[src/rtl/seq_pkg.sv]
// Shared sizes, FSM states and the level clamp for the sequence presenter.
package seq_pkg;

  localparam int SYM_W   = 4;
  localparam int NUM_SYM = 5;
  localparam int SEQ_W   = 20;
  localparam int LVL_W   = 3;

  typedef enum logic [2:0] {
    IDLE,
    GEN,
    SHOW_ON,
    SHOW_OFF,
    DONE
  } state_t;

  // A level of zero still shows one symbol; anything past five shows all five.
  function automatic logic [LVL_W-1:0] clamp_len(input logic [LVL_W-1:0] lvl);
    if (lvl == '0)
      return LVL_W'(1);
    else if (lvl > LVL_W'(NUM_SYM))
      return LVL_W'(NUM_SYM);
    else
      return lvl;
  endfunction

endpackage

[src/rtl/lfsr16.sv]
// Free-running 16-bit Fibonacci LFSR, taps 16,14,13,11; steps every cycle.
module lfsr16 #(
  parameter logic [15:0] SEED = 16'hACE1
) (
  input  logic        clk,
  input  logic        rst,
  output logic [15:0] q
);

  always_ff @(posedge clk or negedge rst) begin
    if (!rst)
      q <= SEED;
    else
      q <= {q[14:0], q[15] ^ q[13] ^ q[12] ^ q[10]};
  end

endmodule

[src/rtl/seq_presenter.sv]
// Sequence game generator: draws a 5-symbol one-hot sequence and flashes
// the first LVL symbols on led with fixed on/off timing.
module seq_presenter
  import seq_pkg::*;
#(
  parameter int unsigned ON_CYCLES  = 50_000_000,
  parameter int unsigned OFF_CYCLES = 25_000_000,
  parameter logic [15:0] LFSR_SEED  = 16'hACE1
) (
  input  logic             clk,
  input  logic             rst,
  input  logic             start,
  input  logic             replay,
  input  logic [LVL_W-1:0] LVL,
  output logic [SEQ_W-1:0] Sequence,
  output logic             newSequence,
  output logic [SYM_W-1:0] led,
  output logic             display_done,
  output logic             busy
);

  localparam int unsigned MAX_CYC = (ON_CYCLES > OFF_CYCLES) ? ON_CYCLES : OFF_CYCLES;
  localparam int          TMR_W   = $clog2(MAX_CYC + 1);
  localparam logic [TMR_W-1:0] ON_LAST  = TMR_W'(ON_CYCLES - 1);
  localparam logic [TMR_W-1:0] OFF_LAST = TMR_W'(OFF_CYCLES - 1);

  state_t             state;
  logic [TMR_W-1:0]   timer;
  logic [2:0]         idx;
  logic [LVL_W-1:0]   len;
  logic [15:0]        lfsr_q;
  logic               lfsr_unused;

  lfsr16 #(.SEED(LFSR_SEED)) u_lfsr (
    .clk (clk),
    .rst (rst),
    .q   (lfsr_q)
  );

  // Only the low ten LFSR bits pick symbols; the rest just keep the register busy.
  assign lfsr_unused = ^lfsr_q[15:10];

  // Outputs are driven from the state held during the previous cycle, so every
  // output is a flop and led cannot glitch between symbols.
  always_ff @(posedge clk or negedge rst) begin
    if (!rst) begin
      state        <= IDLE;
      timer        <= '0;
      idx          <= '0;
      len          <= '0;
      Sequence     <= '0;
      newSequence  <= 1'b0;
      led          <= '0;
      display_done <= 1'b0;
      busy         <= 1'b0;
    end else begin
      newSequence  <= 1'b0;
      display_done <= 1'b0;
      led          <= '0;
      busy         <= (state != IDLE);
      case (state)
        IDLE: begin
          timer <= '0;
          idx   <= '0;
          if (start) begin
            len   <= clamp_len(LVL);
            state <= GEN;
          end else if (replay) begin
            len   <= clamp_len(LVL);
            state <= SHOW_ON;
          end
        end
        GEN: begin
          for (int i = 0; i < NUM_SYM; i++)
            Sequence[SYM_W*i +: SYM_W] <= SYM_W'(1) << lfsr_q[2*i +: 2];
          newSequence <= 1'b1;
          state       <= SHOW_ON;
        end
        SHOW_ON: begin
          led <= Sequence[SYM_W*idx +: SYM_W];
          if (timer == ON_LAST) begin
            timer <= '0;
            state <= SHOW_OFF;
          end else begin
            timer <= timer + 1'b1;
          end
        end
        SHOW_OFF: begin
          if (timer == OFF_LAST) begin
            timer <= '0;
            if (idx == len - 3'd1) begin
              state <= DONE;
            end else begin
              idx   <= idx + 3'd1;
              state <= SHOW_ON;
            end
          end else begin
            timer <= timer + 1'b1;
          end
        end
        DONE: begin
          display_done <= 1'b1;
          state        <= IDLE;
        end
        default: state <= IDLE;
      endcase
    end
  end

endmodule
[config.mk]
export PLATFORM = sky130hd
export DESIGN_NAME = seq_presenter
export DESIGN_NICKNAME = d
export VERILOG_FILES = /design/src/rtl/seq_pkg.sv /design/src/rtl/lfsr16.sv /design/src/rtl/seq_presenter.sv
export SDC_FILE = /design/constraint.sdc
export NUM_CORES = 1
export LEC_CHECK = 0
export BUFFER_PORTS_ARGS = -buffer_cell sky130_fd_sc_hd__buf_4
export CAP_MARGIN = 20
export CORE_MARGIN = 1
export CORE_UTILIZATION = 55
export CTS_BUF_LIST = sky130_fd_sc_hd__clkbuf_16
export DETAILED_ROUTE_END_ITERATION = 10
export PLACE_DENSITY = 0.71
export SLEW_MARGIN = 20
export SYNTH_ARGS = -nofsm -noshare
export SYNTH_HDL_FRONTEND = slang
export SYNTH_SLANG_ARGS = --single-unit
[constraint.sdc]
create_clock -name clk -period 2.88 [get_ports clk]
set_input_delay 0.864 -clock clk [delete_from_list [all_inputs] [get_ports clk]]
set_output_delay 0.864 -clock clk [all_outputs]
set_load 0.05 [all_outputs]
==> After elaboration in Yosys (flattened, before gate mapping) <==
Index checks and enable logic that the tools add are counted.
{ "classes": {"addsub": 3, "mul": 0, "div": 0, "order_cmp": 1, "n_eq_ne": 11, "shift": 6, "muxes": 19, "bitwise_logic": 3, "reduce_logical": 9} }
{ "op_table": {"columns": ["operator", "count"], "rows": [
  ["$pmux 26 s3", 1],
  ["$mux 26", 2],
  ["$mux 3", 11],
  ["$add 26x1->26 const B", 1],
  ["$eq 26x25->1 const B", 1],
  ["$eq 26x26->1 const B", 1],
  ["$shiftx 20x6->4", 1],
  ["$shl 1x2->4 const A", 5],
  ["$pmux 3 s4", 1],
  ["$eq 3x2->1 const B", 2],
  ["$logic_not 3->1", 2],
  ["$ne 2x2->1 const B", 3],
  ["$pmux 3 s2", 1],
  ["$reduce_and 3->1", 2],
  ["$reduce_bool 3->1", 2],
  ["$mux 4", 1],
  ["$reduce_bool 2->1", 2],
  ["$add 3x1->3 const B", 1],
  ["$eq 3x1->1 const B", 1],
  ["$eq 3x3->1", 1],
  ["$eq 3x3->1 const B", 1],
  ["$gt 3x3->1 const B", 1],
  ["$ne 3x3->1 const B", 1],
  ["$sub 3x1->3 const B", 1],
  ["3 further kinds", 6]
]} }
{ "totals": {"register_bits": 78, "latch_bits": 0, "ram_bits": 0, "mem_bits_ro": 0, "output_inout_bits": 27, "word_cells": 62, "mem_count": 0} }

==> Longest topological paths before layout <==
{ "logic_depth": {"depth_word": 5, "mapped_depth": 8} }

==> By module <==
A second synthesis with hierarchy kept.
{ "unflattened": {"hier_cells": 375, "hier_area_um2": 3813.7} }
{ "modules_own_cells": {"columns": ["mod", "n_inst", "cells_per_inst", "area_per_inst_um2"], "rows": [
  ["seq_presenter", 1, 356, 3377.0],
  ["lfsr16", 1, 19, 436.7]
]} }

==> Worst setup path before layout <==
OpenSTA, ideal clock, no wires.
{ "synth_timing": {"kind": "flip-flop to flip-flop", "startpoint": "register timer[0]", "endpoint": "register idx[2]", "setup_time_ps": 77, "arrival_ps": 1936, "t_required_ps": 2803, "setup_slack_ps": 867, "path_stages_with_launch": 7, "synth_period_minus_slack_ps": 2013, "path_cell_list": "dfrtp_1 -> ha_1 -> nor3b_1 -> nand4_2 -> or4_4 -> or3_1 -> a21oi_1"} }
{ "synth_between": {"elab_chain_cells": 3} }
{ "synth_lines": {"columns": ["element", "line", "rtl"], "rows": [
  ["from (decl)", "seq_presenter.sv:28", "logic [TMR_W-1:0] timer;"],
  ["from (signal assigned)", "seq_presenter.sv:85", "timer <= timer + 1'b1;"],
  ["from (signal assigned)", "seq_presenter.sv:98", "timer <= timer + 1'b1;"],
  ["$eq 26x25->1", "seq_presenter.sv:89", "if (timer == OFF_LAST) begin"],
  ["$ne 2x2->1 (no source line)", null, null],
  ["$reduce_and 3->1 (no source line)", null, null],
  ["to (signal assigned)", "seq_presenter.sv:94", "idx <= idx + 3'd1;"],
  ["to (decl)", "seq_presenter.sv:29", "logic [2:0] idx;"]
]} }
No other way between the ends.
A chain may end at the register's enable or synchronous reset.

==> Final worst setup path <==
{ "layout_timing": {"startpoint": "register timer[0]", "endpoint": "register timer[14]"} }
{ "layout_between": {"elab_chain_cells": 3, "word_cells_on_any_way": 6, "cone_classes": "1 x add/sub; 2 x eq/ne; 3 x mux"} }
{ "layout_lines": {"columns": ["element", "line", "rtl"], "rows": [
  ["$add 26x1->26 (tied with other cells)", "seq_presenter.sv:85, seq_presenter.sv:98", null],
  ["$mux 26 (on tied branches)", "seq_presenter.sv:89, seq_presenter.sv:81", null],
  ["$pmux 26 s3 (*)", "seq_presenter.sv:61", "case (state)"]
]} }
Mark *: on every way between the ends. The rest lies on a longest branch, timed or not.

==> results_dict.tcl <==
set metrics [dict create \
    worst_setup_path_start_kind "flip-flop" \
    die_y_um 85.40 \
    die_width_um 85.40 \
    drtIter0Drc 191 \
    start_util_pct 56.61 \
    maxSlewViolCount 0 \
    cts-root-buf "clkbuf_16" \
    ys_ff_latch 78 \
    postCtsHoldBufs 0 \
    post_cts_buffers 0 \
    min_path_cells 0 \
    cp.required_ps 3090 \
    power_density_nw_per_um2 529.0 \
    pin_count 34 \
    rsz0062_at_grt "false" \
    criticalPathCategory "reg -> reg" \
    status "complete, no violations" \
    wl_mm 8.538 \
    cts_resized 0 \
    grt_pass1_wl_mm 14.60 \
    synth_cells 371 \
    numCtsBuffers 9 \
    p_total_w 0.002353 \
    routed_via_density 6.159 \
    synth_area_leaders "dfrtp_1 46%, a31oi_1 5.7%, dfstp_2 5.5%, nand2_1 4.2%, o21ai_0 2.7%" \
    ys_warn_count 0 \
    ys_top_cells_by_count "70 x dfrtp_1, 43 x nand2_1, 35 x a31oi_1, 21 x o21ai_0, 17 x nand3_1" \
    synth.distinct_cells 58 \
    synth_area_um2 3825 \
    worst-path-max-fanout 40 \
    diodes 0 \
    fin_worst_skew_ps 5.383 \
    slew_headroom_pct 47.52 \
    vias 2987 \
    grt_util_all_layers_pct 25.65 \
    avgSynthCellArea_um2 10.31 \
    netlist.area_leader.share_pct 45.80 \
    hold_violations 0 \
    yosysMostFrequentCell "dfrtp_1" \
    arrival_ps 2610 \
    avgRoutedWirePerCell_um 17.60 \
    maxCapViolations 0 \
    fin_crit_sh_pct 83.08 \
    synth-main-ff-cell "dfrtp_1" \
    rows 30 \
    worstSkewPairLatency_ps 330 \
    layout.nets 410 \
    synth_nets 381 \
    power.internal_w 0.001868 \
    reg2reg_from "timer[0]" \
    swShare_pct 20.62 \
    hpwl_mm 5.632 \
    antenna_found_initial 0 \
    h-tree-depth 3 \
    grt_overflow_total 0 \
    reg2reg_depth 6 \
    synth_edf_count 0 \
    setup_viol 0 \
    fin_ws_ps 487.4 \
    area_growth_pct 16.29 \
    tightest_slew_ps 787.2 \
    p_seq_share_pct 46.6 \
    hold_start "u_lfsr.q[14]" \
    firstDrtPassIters 5 \
    yosys.area.top_type "dfrtp_1" \
    min-delay-path-class "reg -> reg" \
    grt_max_degree 48 \
    ys_seq_area_share_pct 51.29 \
    dieArea_um2 7292 \
    cp-startpoint "timer[0]" \
    core_area_um2 6756 \
    antenna_left 0 \
    fmax_mhz 418.0 \
    combPwrFrac_pct 1.4 \
    first_global_vias 2817 \
    path_clk_slew_ps 60 \
    io_buffers 33 \
    pre_cts_slack_ps 591.9 \
    irDropWorstVdd_mv 0.3021 \
    clkPwrFrac_pct 52.0 \
    p_leak_nw 2.035 \
    async_flop_share_pct 100.0 \
    endpoint_kind "flip-flop" \
    period_needed_ps 2393 \
    drc 0 \
    gp_congestion 0.8743 \
    drive_gt1_share_pct 19.75 \
    fin_setup_tns_ps 0 \
    timing.hold.ws_ps 365.6 \
    cts_tree "done" \
    clkSinkCount 78 \
    p_switching_w 0.0004853 \
    clock_path_buffers 2 \
]
## worst paths after layout
kind	slack (ps)	endpoint
max in group asynchronous	1760	u_lfsr.q[15]
min in group asynchronous	470	idx[2]
worst max register to register	490	timer[14]
worst max-delay path	490	timer[14]
worst min-delay path	370	u_lfsr.q[15]
worst min register to register	370	u_lfsr.q[15]
## cell families after synthesis
logic type      synth area share [%]
simple gates                   24.27
compound gates                 13.74
flops                          51.29
buf+inv                        4.056
xor+xnor                       2.224
mux                            3.435
fa+ha+maj                     0.9815
## critical path, stage by stage (launching register included)
cell     delay (ps)
dfrtp_1         440
ha_1            330
nor3b_1         270
nand4_2         130
o21ba_2         470
and2_1          300
a221o_1         330
## layout by cell type (no fill, tap or decap), types with 3 or more instances in the layout
cell type,n
ha_1,3
nor2_1,9
o21ai_0,21
nand2_1,43
dfrtp_1,70
nor2b_1,5
and4_1,7
mux4_2,4
xnor2_1,5
nand4_1,7
nand2b_1,12
and3_1,4
nor3_1,10
a21oi_1,7
dfstp_2,8
and2_1,7
o31ai_1,5
nand3b_1,11
mux2i_1,3
inv_1,14
nand3_1,17
a31oi_1,35
buf_4,38
and3_2,3
clkbuf_16,9
## cell type report
cell class                      instances  area (um2)
Clock buffer                            9       225.2
Sequential cell                        78        1962
Fill cell                             505        2308
Inverter                               14       52.55
Timing Repair Buffer                   39       305.3
Tap cell                               80       100.1
Clock inverter                          7       95.09
Multi-Input combinational cell        258        1708
## state kept, by name, summed over array words and instances, names as in the netlist
register	cells
idx	3
u_lfsr.q	16
newSequence	1
timer	26
busy	1
led	4
Sequence	20
state	3
len	3
display_done	1
## power groups by stage
stage               Sequential [W]  Clock [W]  Combinational [W]
floorplan                  0.00112          0         0.00000217
global placement           0.00112          0          0.0000347
detailed placement         0.00112          0          0.0000355
CTS                        0.00110    0.00124          0.0000353
global route               0.00110    0.00130          0.0000387
finish                     0.00110    0.00122          0.0000330
## stage by stage
| stage | utilization [%] | instance area [um2] | instances |
|---|---|---|---|
| floorplan | - | 3825 | 371 |
| global placement | 61.09 | 4128 | 469 |
| detailed placement | 61.09 | 4128 | 469 |
| CTS | 65.83 | 4448 | 485 |
| global route | 65.83 | 4448 | 485 |
| finish | 65.83 | 4448 | 485 |
## per-layer routing
layer | global-route usage, % | share of wire, % | up-vias
li1 | - | - | 1422
met1 | 37.23 | 46 | 1469
met2 | 39.00 | 48 | 80
met3 | 5.253 | 4.5 | 16
met4 | 8.030 | 1.5 | 0
met5 | 0 | 0 | -
Power figures use the tool's default switching activity.
